**config.mk**
```make
export PLATFORM = sky130hd
export DESIGN_NAME = game_flow_controller
export DESIGN_NICKNAME = d
export VERILOG_FILES = /design/src/rtl/game_flow_controller.sv
export SDC_FILE = /design/constraint.sdc
export NUM_CORES = 1
export LEC_CHECK = 0
export CORE_MARGIN = 4
export CORE_UTILIZATION = 40
export DETAILED_ROUTE_END_ITERATION = 16
export HOLD_SLACK_MARGIN = 0.12
export PLACE_DENSITY_LB_ADDON = 0.15
export SLEW_MARGIN = 10
export SYNTH_ARGS = -nofsm -noshare
export SYNTH_HDL_FRONTEND = slang
export SYNTH_SLANG_ARGS = --single-unit
```
**constraint.sdc**
```tcl
create_clock -name clk -period 2.5 [get_ports clk]
set_input_delay 0.25 -clock clk [delete_from_list [all_inputs] [get_ports clk]]
set_output_delay 0.25 -clock clk [all_outputs]
set_load 0.1 [all_outputs]
```
**src/rtl/game_flow_controller.sv**
```systemverilog
`default_nettype none
// ============================================================================
//  Module      : game_flow_controller
//  Description : Per-frame game sequencer owning phase, lives, scroll speed
//                and crash/respawn timing; gates the player controller.
//  Revision    : 1.0 - initial release
// ============================================================================
module game_flow_controller #(
    parameter int LIVES_INIT     = 3,
    parameter int CRASH_FRAMES   = 90,
    parameter int RESPAWN_FRAMES = 60,
    parameter int MAX_SPEED      = 8,
    parameter int ACCEL_FRAMES   = 16
) (
    input  logic       clk,
    input  logic       resetN,
    input  logic       frame_start,
    input  logic       start_is_pressed,
    input  logic       accel_is_pressed,
    input  logic       collision,
    input  logic       fuel_empty,
    output logic [2:0] game_state,
    output logic       player_enable,
    output logic [3:0] scroll_speed,
    output logic [1:0] lives,
    output logic       respawn_pulse
);

    localparam logic [2:0] c_IDLE      = 3'd0;
    localparam logic [2:0] c_PLAY      = 3'd1;
    localparam logic [2:0] c_CRASH     = 3'd2;
    localparam logic [2:0] c_RESPAWN   = 3'd3;
    localparam logic [2:0] c_GAME_OVER = 3'd4;

    localparam logic [1:0] c_LIVES_INIT   = 2'(LIVES_INIT);
    localparam logic [3:0] c_MAX_SPEED    = 4'(MAX_SPEED);
    localparam logic [7:0] c_CRASH_LAST   = 8'(CRASH_FRAMES - 1);
    localparam logic [7:0] c_RESPAWN_LAST = 8'(RESPAWN_FRAMES - 1);
    localparam logic [7:0] c_ACCEL_LAST   = 8'(ACCEL_FRAMES - 1);

    logic [2:0] r_state;
    logic [3:0] r_speed;
    logic [1:0] r_lives;
    logic [7:0] r_timer;
    logic [7:0] r_accel_cnt;
    logic       r_pulse;
    logic       r_player_enable;
    logic       r_start_prev;
    logic       r_coll_latch;

    logic [2:0] w_state_nx;
    logic [3:0] w_speed_nx;
    logic [1:0] w_lives_nx;
    logic [7:0] w_timer_nx;
    logic [7:0] w_accel_nx;
    logic       w_pulse_nx;
    logic       w_press;
    logic       w_hit;

    assign w_press = frame_start & start_is_pressed & ~r_start_prev;
    // A hit arriving on the frame_start cycle itself is honoured immediately.
    assign w_hit   = r_coll_latch | collision;

    always_comb begin
        w_state_nx = r_state;
        w_speed_nx = r_speed;
        w_lives_nx = r_lives;
        w_timer_nx = r_timer;
        w_accel_nx = r_accel_cnt;
        w_pulse_nx = 1'b0;
        if (frame_start) begin
            case (r_state)
                c_IDLE: begin
                    if (w_press) begin
                        w_state_nx = c_PLAY;
                        w_lives_nx = c_LIVES_INIT;
                        w_speed_nx = 4'd0;
                        w_accel_nx = 8'd0;
                        w_pulse_nx = 1'b1;
                    end
                end
                c_PLAY: begin
                    if (fuel_empty) begin
                        w_state_nx = c_GAME_OVER;
                        w_speed_nx = 4'd0;
                    end else if (w_hit) begin
                        w_state_nx = c_CRASH;
                        w_speed_nx = 4'd0;
                        w_lives_nx = (r_lives == 2'd0) ? 2'd0 : r_lives - 2'd1;
                        w_timer_nx = c_CRASH_LAST;
                        w_accel_nx = 8'd0;
                    end else if (accel_is_pressed) begin
                        if (r_accel_cnt == c_ACCEL_LAST) begin
                            w_accel_nx = 8'd0;
                            w_speed_nx = (r_speed < c_MAX_SPEED) ? r_speed + 4'd1 : c_MAX_SPEED;
                        end else begin
                            w_accel_nx = r_accel_cnt + 8'd1;
                        end
                    end else begin
                        w_accel_nx = 8'd0;
                        w_speed_nx = (r_speed == 4'd0) ? 4'd0 : r_speed - 4'd1;
                    end
                end
                c_CRASH: begin
                    w_speed_nx = 4'd0;
                    if (r_timer == 8'd0) begin
                        if (r_lives == 2'd0) begin
                            w_state_nx = c_GAME_OVER;
                        end else begin
                            w_state_nx = c_RESPAWN;
                            w_timer_nx = c_RESPAWN_LAST;
                            w_pulse_nx = 1'b1;
                        end
                    end else begin
                        w_timer_nx = r_timer - 8'd1;
                    end
                end
                c_RESPAWN: begin
                    w_speed_nx = 4'd0;
                    if (r_timer == 8'd0) begin
                        w_state_nx = c_PLAY;
                        w_accel_nx = 8'd0;
                    end else begin
                        w_timer_nx = r_timer - 8'd1;
                    end
                end
                c_GAME_OVER: begin
                    if (w_press) begin
                        w_state_nx = c_IDLE;
                        w_lives_nx = c_LIVES_INIT;
                    end
                end
                default: begin
                    w_state_nx = c_IDLE;
                    w_speed_nx = 4'd0;
                end
            endcase
        end
    end

    always_ff @(posedge clk or negedge resetN) begin
        if (!resetN) begin
            r_state         <= c_IDLE;
            r_speed         <= 4'd0;
            r_lives         <= c_LIVES_INIT;
            r_timer         <= 8'd0;
            r_accel_cnt     <= 8'd0;
            r_pulse         <= 1'b0;
            r_player_enable <= 1'b0;
            r_start_prev    <= 1'b0;
            r_coll_latch    <= 1'b0;
        end else begin
            r_state         <= w_state_nx;
            r_speed         <= w_speed_nx;
            r_lives         <= w_lives_nx;
            r_timer         <= w_timer_nx;
            r_accel_cnt     <= w_accel_nx;
            r_pulse         <= w_pulse_nx;
            r_player_enable <= (w_state_nx == c_PLAY);
            if (frame_start) begin
                r_start_prev <= start_is_pressed;
            end
            // Latch is consumed by every frame_start; only PLAY can arm it.
            if (frame_start) begin
                r_coll_latch <= 1'b0;
            end else if (r_state == c_PLAY && collision) begin
                r_coll_latch <= 1'b1;
            end
        end
    end

    assign game_state    = r_state;
    assign player_enable = r_player_enable;
    assign scroll_speed  = r_speed;
    assign lives         = r_lives;
    assign respawn_pulse = r_pulse;

endmodule
`default_nettype wire

```
==> results of run 1 <==
==> layout make-up <==
type / count / share of cell area [%]
timing repair buffer: 23 / 8.886
multi-input combinational: 156 / 48.04
tap: 52 / 3.081
sequential: 29 / 34.48
clock buffer: 8 / 4.265
inverter: 7 / 1.244
==> kinds of logic after synthesis <==
logic type / after synthesis
AO/OA/AOI/OAI: 63
buffers and inverters: 13
AND/OR/NAND/NOR: 86
flip-flops: 29
multiplexers: 2
adder cells (fa/ha/maj): 5
==> per-layer routing <==
| layer | global-route usage, % | part of all wire [%] |
|---|---|---|
| met1 | 21.62 | 49 |
| met2 | 24.83 | 44 |
| met3 | 5.145 | 5.0 |
| met5 | 0 | 0 |
| met4 | 6.408 | 1.8 |
==> final timing paths <==
path	from	to	slack (ns)	depth (start not counted)
setup / recovery	game_state[0]	r_timer[6]	0.52	6
hold / removal	resetN	r_timer[0]	0.36	1
setup reg to reg	game_state[0]	r_timer[6]	0.52	6
hold reg to reg	r_accel_cnt[7]	r_accel_cnt[7]	0.48	1
max in group asynchronous	resetN	scroll_speed[1]	1.48	2
min in group clk	r_accel_cnt[7]	r_accel_cnt[7]	0.48	1
==> power by group <==
part | leakage (uW) | switching (uW) | internal [uW] | total [uW]
combinational | 0.000473 | 734 | 343 | 1080
sequential | 0.000376 | 172 | 589 | 762
clock | 0.0000455 | 173 | 224 | 397
total | 0.000895 | 1080 | 1160 | 2240
==> synthesized netlist by cell type (3+ instances only) <==
cell type	count	share of area, %
o21ai_0	24	6.6
nand2_1	23	4.8
dfrtp_1	27	37
ha_1	5	3.4
and3_1	3	1.0
a21oi_1	7	1.9
a211oi_1	4	1.7
o31ai_1	6	2.5
nand3_1	10	2.8
nor2b_1	5	1.7
nor4_1	3	1.0
a21o_1	6	2.5
inv_1	7	1.4
nor2_1	16	3.3
==> stage by stage <==
step	util [%]	cells
finish	48.17	275
global route	48.17	275
CTS	48.17	275
detailed placement	46.12	267
global placement	46.12	267
floorplan	-	198
==> sequential cells by signal, summed over array words and instances (netlist names) <==
register / count
respawn_pulse: 1
r_timer: 8
r_start_prev: 1
lives: 2
scroll_speed: 4
game_state: 3
r_coll_latch: 1
r_accel_cnt: 8
player_enable: 1
==> critical path, cell delays in order (launching register included) <==
cell,delay [ns]
dfrtp_1,0.65
nor4b_4,0.34
and2b_2,0.23
o311ai_2,0.08
buf_4,0.19
o41ai_2,0.26
o21ai_1,0.10
==> summary.md, run 1 <==
| Metric | Value |
|---|---|
| Post-CTS Setup Repair Bufs | 0 |
| Final ANT Viol Nets | 0 |
| Mux cell area share after synthesis | under 10% |
| DIE AREA | roughly 5700 um^2 |
| Antenna violations before repair | 0 |
| DRT Wirelength | about 4000 um |
| Arr. time, crit path | around 2.1 ns |
| Post-CTS sizing | 0 |
| Commonest non-fill, non-tap cell in the layout | dfrtp_1 |
| Clock root buffer | clkbuf_8 |
| Worst-path clk slew | 0.06 ns |
| Area grow syn2layout | 16.33% |
| VDD IR max | 0.8913 mV |
| Final WS setup | between 0.5 and 0.6 ns |
| Worst Hold Class | input port to asynchronous set/reset pin |
| Filler cells | roughly 430 |
| Mean post-synth cell area | between 9 and 10 um^2 |
| Largest net degree at the start of global routing | 17 |
| Syn. warnings | 0 |
| Vias per cell | around 5.7 |
| Pwr per Cell Area | approximately 1100 nW/um^2 |
| Worst setup EP type | flip-flop |
| RSZ-0062 raised after global routing | false |
| Initial DRC count | approximately 110 |
| Antenna Cells | 0 |
| Tot Pwr | between 2000 and 2500 uW |
| Crit Path Class | flip-flop to flip-flop |
| First-pass GRT wire length | approximately 7000 um |
| Number of port buffers | 17 |
| Largest family of logic cells by synthesized area | simple AND/OR/NAND/NOR gates |
| Setup Skew | around 0.0078 ns |
| Simple-gate area share of the yosys netlist | about 28% |
| Die Height | 75.37 um |
| Remaining DRCs | 0 |
| Starting Density | between 40% and 50% |
| CTS Hold Bufs | 0 |
| Die Width | roughly 75 um |
| Outcome | finished, final reports clean |
| Post-Synth XOR/XNOR Area | 0% |
| Final setup vio count | 0 |
| GPL Wtd Cong | approximately 0.86 |
| Adder-cell share of the synthesized area | approximately 3.4% |
| Core ar. | 4384 um^2 |
| Overflow after GRT | 0 |
| Hold_ws | 0.3588 ns |
| Period utilization | between 70% and 80% |
| Max_slew headroom | between 50% and 60% |
| Fin nets | around 230 |
| Yosys reg bits | 29 |
| Commonest non-fill, non-tap cells in the layout | 27 x dfrtp_1, 24 x o21ai_0, 23 x nand2_1, 17 x buf_4, 16 x nor2_1 |
| Drt first pass iters | 4 |
| CTS tree | built |
| Crit start category | flip-flop |
| Register area | roughly 730 um^2 |
| Overall routing resource usage | 16.30% |
| Total number of placement rows | 24 |
| CTS Buffer Depth | 2 |
| Tmin final | ~2.0 ns |
| Post-synthesis sequential area ratio | around two fifths |
| Avg WL per Cell | around 14 um |
| CP Max Fanout | 15 |
| Placed Area | 2022 um^2 |
| Fin area | roughly 2100 um^2 |
| H-tree levels | 2 |
| Main flop type after synthesis | dfrtp_1 |
| TritonCTS Buffers | 5 |
| Synth Area in Compound Gates | a little under a quarter |
| Cell variety after synth | 55 |
| Net Count, Synth | 210 |
| EDFF count, synth | 0 |
| Vias | between 1500 and 2000 |
| Final Hold Vio Count | 0 |
| CP required | roughly 2.7 ns |
| Worst Tran Pin Value | 0.6356 ns |
| Vias in the first global route | around 1500 |
| Cell area after synthesis | 1815 um^2 |
| Multi-input logic area | 1015 um^2 |
| Fmax | approximately 500 MHz |
| Max Cap Viol | 0 |
| Post-DP HPWL | 2989 um |
| Skew-Pair Late Insertion Delay | around 0.28 ns |
| Fraction of registers with async set/reset | 100.0% |
| Layout cells sized above 1 | between 10% and 20% |
| CTS Sinks | 29 |
| Final TNS setup | 0 ns |
| Count of pins over their slew limit | 0 |
| Io pins | 18 |
| Leak pwr | about 0.00089 uW |
| Synth Instances | roughly 200 |
| Place WS | 0.4182 ns |
Power figures use the tool's default switching activity.
==> inputs of run 2 (changes only) <==
- clock period: 2.5 -> 1.9 ns (I/O delays scaled with it)
==> run 2 against run 1 <==
Compared with the run above:
- routed wire length up 15%
- global-route usage grew 1.1 points
- sequential share of layout area down 4.2 points
- register-to-register slack got worse by 0.50 ns
- sequential cell count stayed put
- critical endpoint is now respawn_pulse
- die area unchanged
- worst hold slack lost 0.066 ns
- power up 61%
- worst setup slack worse by 0.50 ns
- clock power increased by 66%
- cell count rose by 7.6%
==> summary.md, run 2 (same netlist as run 1, synthesis figures left out) <==
| Metric | Value |
|---|---|
| Worst Tran Pin Value | 0.5645 ns |
| Final setup vio count | 0 |
| Antenna violations before repair | 0 |
| TritonCTS Buffers | 5 |
| Vias | 1683 |
| DIE AREA | ~5700 um^2 |
| CTS Hold Bufs | 0 |
| Share of power burned in the clock network | around 18% |
| Final Hold Vio Count | 0 |
| Clock root buffer | clkbuf_8 |
| Seq pwr share | between 20% and 30% |
| Avg WL per Cell | 15.44 um |
| Path depth of the worst reg2reg path | 6 |
| Worst setup EP type | flip-flop |
| Hold_ws | just under 0.3 ns |
| Die Height | 75.37 um |
| Placed Area | between 2000 and 2500 um^2 |
| CTS Buffer Depth | 2 |
| Tot Pwr | 3603 uW |
| Remaining DRCs | 0 |
| CTS Sinks | 29 |
| Total number of placement rows | 24 |
| Initial DRC count | between 100 and 150 |
| Fmax | 530.9 MHz |
| Overall routing resource usage | ~17% |
| Register area | between 700 and 800 um^2 |
| CTS tree | built |
| Commonest non-fill, non-tap cells in the layout | 34 x buf_4, 23 x o21ai_0, 22 x nand2_1, 22 x dfrtp_1, 16 x nor2_1 |
| Outcome | finished, final reports clean |
| Fin nets | between 200 and 300 |
| Core Util, Final | 56.45% |
| Skew-Pair Late Insertion Delay | approximately 0.28 ns |
| Crit start category | flip-flop |
| Overflow after GRT | 0 |
| Pwr per Cell Area | around 1500 nW/um^2 |
| Vias per cell | about 5.7 |
| CP Max Fanout | 3 |
| Max_slew headroom | just over 60% |
| Area grow syn2layout | 36.32% |
| Switching Fraction | between 40% and 50% |
| Crit Path Class | flip-flop to flip-flop |
| Setup Skew | 0.005018 ns |
| Die Width | roughly 75 um |
| DRT Wirelength | around 4600 um |
| Comb pwr share | between 50% and 60% |
| Antenna Cells | 0 |
| RSZ-0062 raised after global routing | true |
| Filler cells | about 390 |
| VDD IR max | around 0.98 mV |
| Count of pins over their slew limit | 0 |
| Commonest non-fill, non-tap cell in the layout | buf_4 |
| Io pins | 18 |
| Max Cap Viol | 0 |
| Vias in the first global route | between 1500 and 2000 |
| Internal Power | around 2000 uW |
| Core ar. | between 4000 and 5000 um^2 |
| Final ANT Viol Nets | 0 |
| Post-DP HPWL | approximately 3300 um |
| Drt first pass iters | 4 |
| Layout cells sized above 1 | 34.02% |
| First-pass GRT wire length | 7534 um |
| H-tree levels | 2 |
| Final TNS setup | 0 ns |
| Largest net degree at the start of global routing | 30 |
| GPL Wtd Cong | ~0.95 |
| Worst Hold Class | input port to asynchronous set/reset pin |
| Multi-input logic area | approximately 1100 um^2 |
| CP required | 2.06 ns |
| Number of port buffers | 17 |
| Worst-path clk slew | roughly 0.060 ns |
| Period utilization | 99.14% |
| Leak pwr | 0.001033 uW |
| Sw power | roughly 1600 uW |
| Starting Density | 41.41% |
| Arr. time, crit path | approximately 2 ns |
| Tmin final | 1.884 ns |
| Fin area | about 2500 um^2 |
-- run 2: layout make-up --
class,count,share of cell area (%)
clock inverters,1,1.213
flip-flops and latches,29,30.23
inverters,7,1.062
clock buffers,7,3.488
well taps,52,2.629
multi-input cells,156,45.75
repair buffers,44,15.62
-- run 2: final timing paths --
path	to	slack, ns	startpoint
worst max-delay path	respawn_pulse	0.02	r_timer[0]
worst min-delay path	r_timer[4]	0.29	resetN
worst max register to register	respawn_pulse	0.02	r_timer[0]
worst min register to register	r_accel_cnt[7]	0.49	r_accel_cnt[7]
max in group asynchronous	lives[1]	1.30	resetN
min in group clk	r_accel_cnt[7]	0.49	r_accel_cnt[7]
-- run 2: layer usage --
metal / track usage [%] / part of all wire, % / vias to the layer above
li1: - / - / 821
met1: 21.95 / 45 / 821
met2: 27.90 / 50 / 36
met3: 5.145 / 4.1 / 5
met4: 7.184 / 0.83 / 0
met5: 0 / 0 / -
-- run 2: power by group through the flow --
stage,Clock [uW],Combinational [uW],Sequential [uW]
floorplan,0,768,1430
global placement,0,1650,1030
detailed placement,0,1680,1040
CTS,679,1750,1040
global route,710,2030,1060
finish,659,1910,1040
-- run 2: worst max-delay path, cell delays in order, from the launching register on --
cell and delay [ns]:
dfrtp_1 0.39, inv_2 0.10, ha_4 0.14, or4b_4 0.52, nor2_4 0.18, nand2_2 0.09
a2111oi_4 0.34
-- run 2: what timing repair did --
item                                    CTS  global route
endpoints found under the setup margin   11            14
pin swaps                                 2             4
buffers inserted                          2             2
resized for setup                         5            18
-- run 2: through the flow --
stage / cells / setup WS, ns
4_1_cts: 294 / 0.001844
5_1_grt: 296 / -0.02523
3_5_place_dp: 284 / -0.1573
6_report: 296 / 0.01630
3_3_place_gp: 284 / -0.05508
2_1_floorplan: 198 / -0.009602
==> inputs of run 3 (changes only) <==
- CELL_PAD_IN_SITES_DETAIL_PLACEMENT: unset -> 1
- CELL_PAD_IN_SITES_GLOBAL_PLACEMENT: unset -> 1
- TNS_END_PERCENT: unset -> 30
==> run 3 against run 2 <==
Compared with the run above:
- via count grew 6.4%
- routed wire length grew 30%
- clock skew grew 0.0020 ns
- worst hold slack gained 0.0081 ns
- fmax is essentially flat
- final area grew 3.0%
- highest routed layer unchanged
==> summary.md, run 3 (same netlist as run 1, synthesis figures left out) <==
| Metric | Value |
|---|---|
| Placed insts | roughly 290 |
| Path depth of the worst reg2reg path | 7 |
| Crit start category | flip-flop |
| DIE AREA | between 5000 and 6000 um^2 |
| Number of port buffers | 17 |
| Antenna Cells | 0 |
| CTS Buffer Depth | 2 |
| GPL Wtd Cong | 0.8628 |
| Vias per cell | about 6 |
| Clock root buffer | clkbuf_8 |
| Final TNS setup | 0 ns |
| Multi-input logic area | about 1200 um^2 |
| Worst Hold Class | input port to asynchronous set/reset pin |
| Final non-filler cell total | slightly above 300 |
| Largest net degree at the start of global routing | 30 |
| Layout cells sized above 1 | 37.70% |
| Max Cap Viol | 0 |
| RSZ-0062 raised after global routing | true |
| Period utilization | between 90% and 100% |
| Pwr per Cell Area | ~1500 nW/um^2 |
| CTS tree | built |
| FF-to-FF setup slack | between 0.015 and 0.02 ns |
| Commonest non-fill, non-tap cells in the layout | 43 x buf_4, 22 x o21ai_0, 22 x dfrtp_1, 20 x nand2_1, 15 x nor2_1 |
| Max_slew headroom | roughly three quarters |
| Worst setup EP type | flip-flop |
| VDD IR max | around 1.6 mV |
| Vias | between 1500 and 2000 |
| Crit Path Class | flip-flop to flip-flop |
| Overflow after GRT | 0 |
| Filler cells | approximately 500 |
| Die Height | 75.37 um |
| First-pass GRT wire length | 9170 um |
| CP required | 2.11 ns |
| Fmax | 530.7 MHz |
| Post-DP HPWL | between 4000 and 5000 um |
| Vias in the first global route | 1866 |
| H-tree levels | 2 |
| Final ANT Viol Nets | 0 |
| Drt first pass iters | 4 |
| Core ar. | ~4400 um^2 |
| Remaining DRCs | 0 |
| Reg-to-reg endpoint | player_enable |
| Arr. time, crit path | around 2.1 ns |
| Final WS setup | 0.01578 ns |
| Starting Density | around two fifths |
| CTS Hold Bufs | 0 |
| Fin nets | around 260 |
| Count of pins over their slew limit | 0 |
| Tmin final | 1.884 ns |
| CP Max Fanout | 3 |
| Io pins | 18 |
| Reg2reg start | r_timer[1] |
| Commonest non-fill, non-tap cell in the layout | buf_4 |
| CTS Sinks | 29 |
| Initial DRC count | between 100 and 150 |
| Die Width | 75.37 um |
| TritonCTS Buffers | 5 |
| Antenna violations before repair | 0 |
| Register area | 748.2 um^2 |
| Worst Tran Pin Value | approximately 0.40 ns |
| Core Util, Final | between 50% and 60% |
| Setup Skew | roughly 0.007 ns |
| Outcome | finished, final reports clean |
| Overall routing resource usage | between 20% and 30% |
| Avg WL per Cell | ~19 um |
| DRT Wirelength | about 5900 um |
| Worst-path clk slew | roughly 0.070 ns |
| Total number of placement rows | 24 |
| Area grow syn2layout | 40.39% |
| Leak pwr | 0.001081 uW |
| Hold_ws | 0.3014 ns |
| Final setup vio count | 0 |
| Skew-Pair Late Insertion Delay | between 0.2 and 0.3 ns |
| Final Hold Vio Count | 0 |
| Place WS | -0.1353 ns |
-- run 3: cell types whose count changed in the layout (fill, tap and decap cells not counted), sizes merged --
cell / previous run / this run
buf: 38 / 46
clkinv: 0 / 1
bufinv: 1 / 0
-- run 3: where the power goes --
part           switching (uW)  internal (uW)
clock                     251            327
combinational            1280            840
sequential                216            800
total                    1740           1970
-- run 3: through the flow --
| stage | area (um^2) | power (uW) |
|---|---|---|
| after CTS | 2422 | 3513 |
| after global placement | 2276 | 2779 |
| after floorplan | 1856 | 2197 |
| after global routing | 2549 | 3891 |
| final | 2549 | 3709 |
| after detailed placement | 2276 | 2849 |
-- run 3: area by class of cell --
type | count | share of cell area [%]
flip-flops and latches | 29 | 29.36
clock inverters | 1 | 0.1964
well taps | 52 | 2.553
clock buffers | 7 | 3.780
inverters | 7 | 1.031
repair buffers | 52 | 17.38
multi-input cells | 156 | 45.70
-- run 3: what timing repair did --
action	4_1_cts	5_1_grt
setup buffers	2	5
gates resized for setup	6	23
endpoints found under the hold margin	0	0
endpoints found under the setup margin	11	17
pin swaps	1	10
-- run 3: layer usage --
metal / up-vias / track usage (%) / wire length, um / part of all wire, %
met5: - / 0 / 0 / 0
met1: 907 / 28.05 / 2609 / 44
met3: 9 / 3.694 / 163 / 2.8
met4: 0 / 5.825 / 59 / 1.0
li1: 839 / - / - / -
met2: 36 / 35.76 / 3095 / 52
-- run 3: worst max-delay path by stage --
stage                      to  cells after the start  slack (ns)     startpoint
2_1_floorplan      r_timer[6]                      7       -0.01  game_state[1]
3_3_place_gp    player_enable                      7       -0.02     r_timer[0]
3_5_place_dp    player_enable                      7       -0.14     r_timer[0]
4_1_cts         player_enable                      7      -0.006     r_timer[0]
5_1_grt        r_accel_cnt[7]                      6       -0.04  game_state[1]
6_report        player_enable                      7        0.02     r_timer[1]
-- run 3: critical path: stages, from the launching register on --
cell,delay [ns]
dfrtp_1,0.39
inv_2,0.09
ha_4,0.13
or4b_4,0.52
nor2_4,0.20
a21boi_2,0.10
o211ai_2,0.20
nor3b_2,0.18
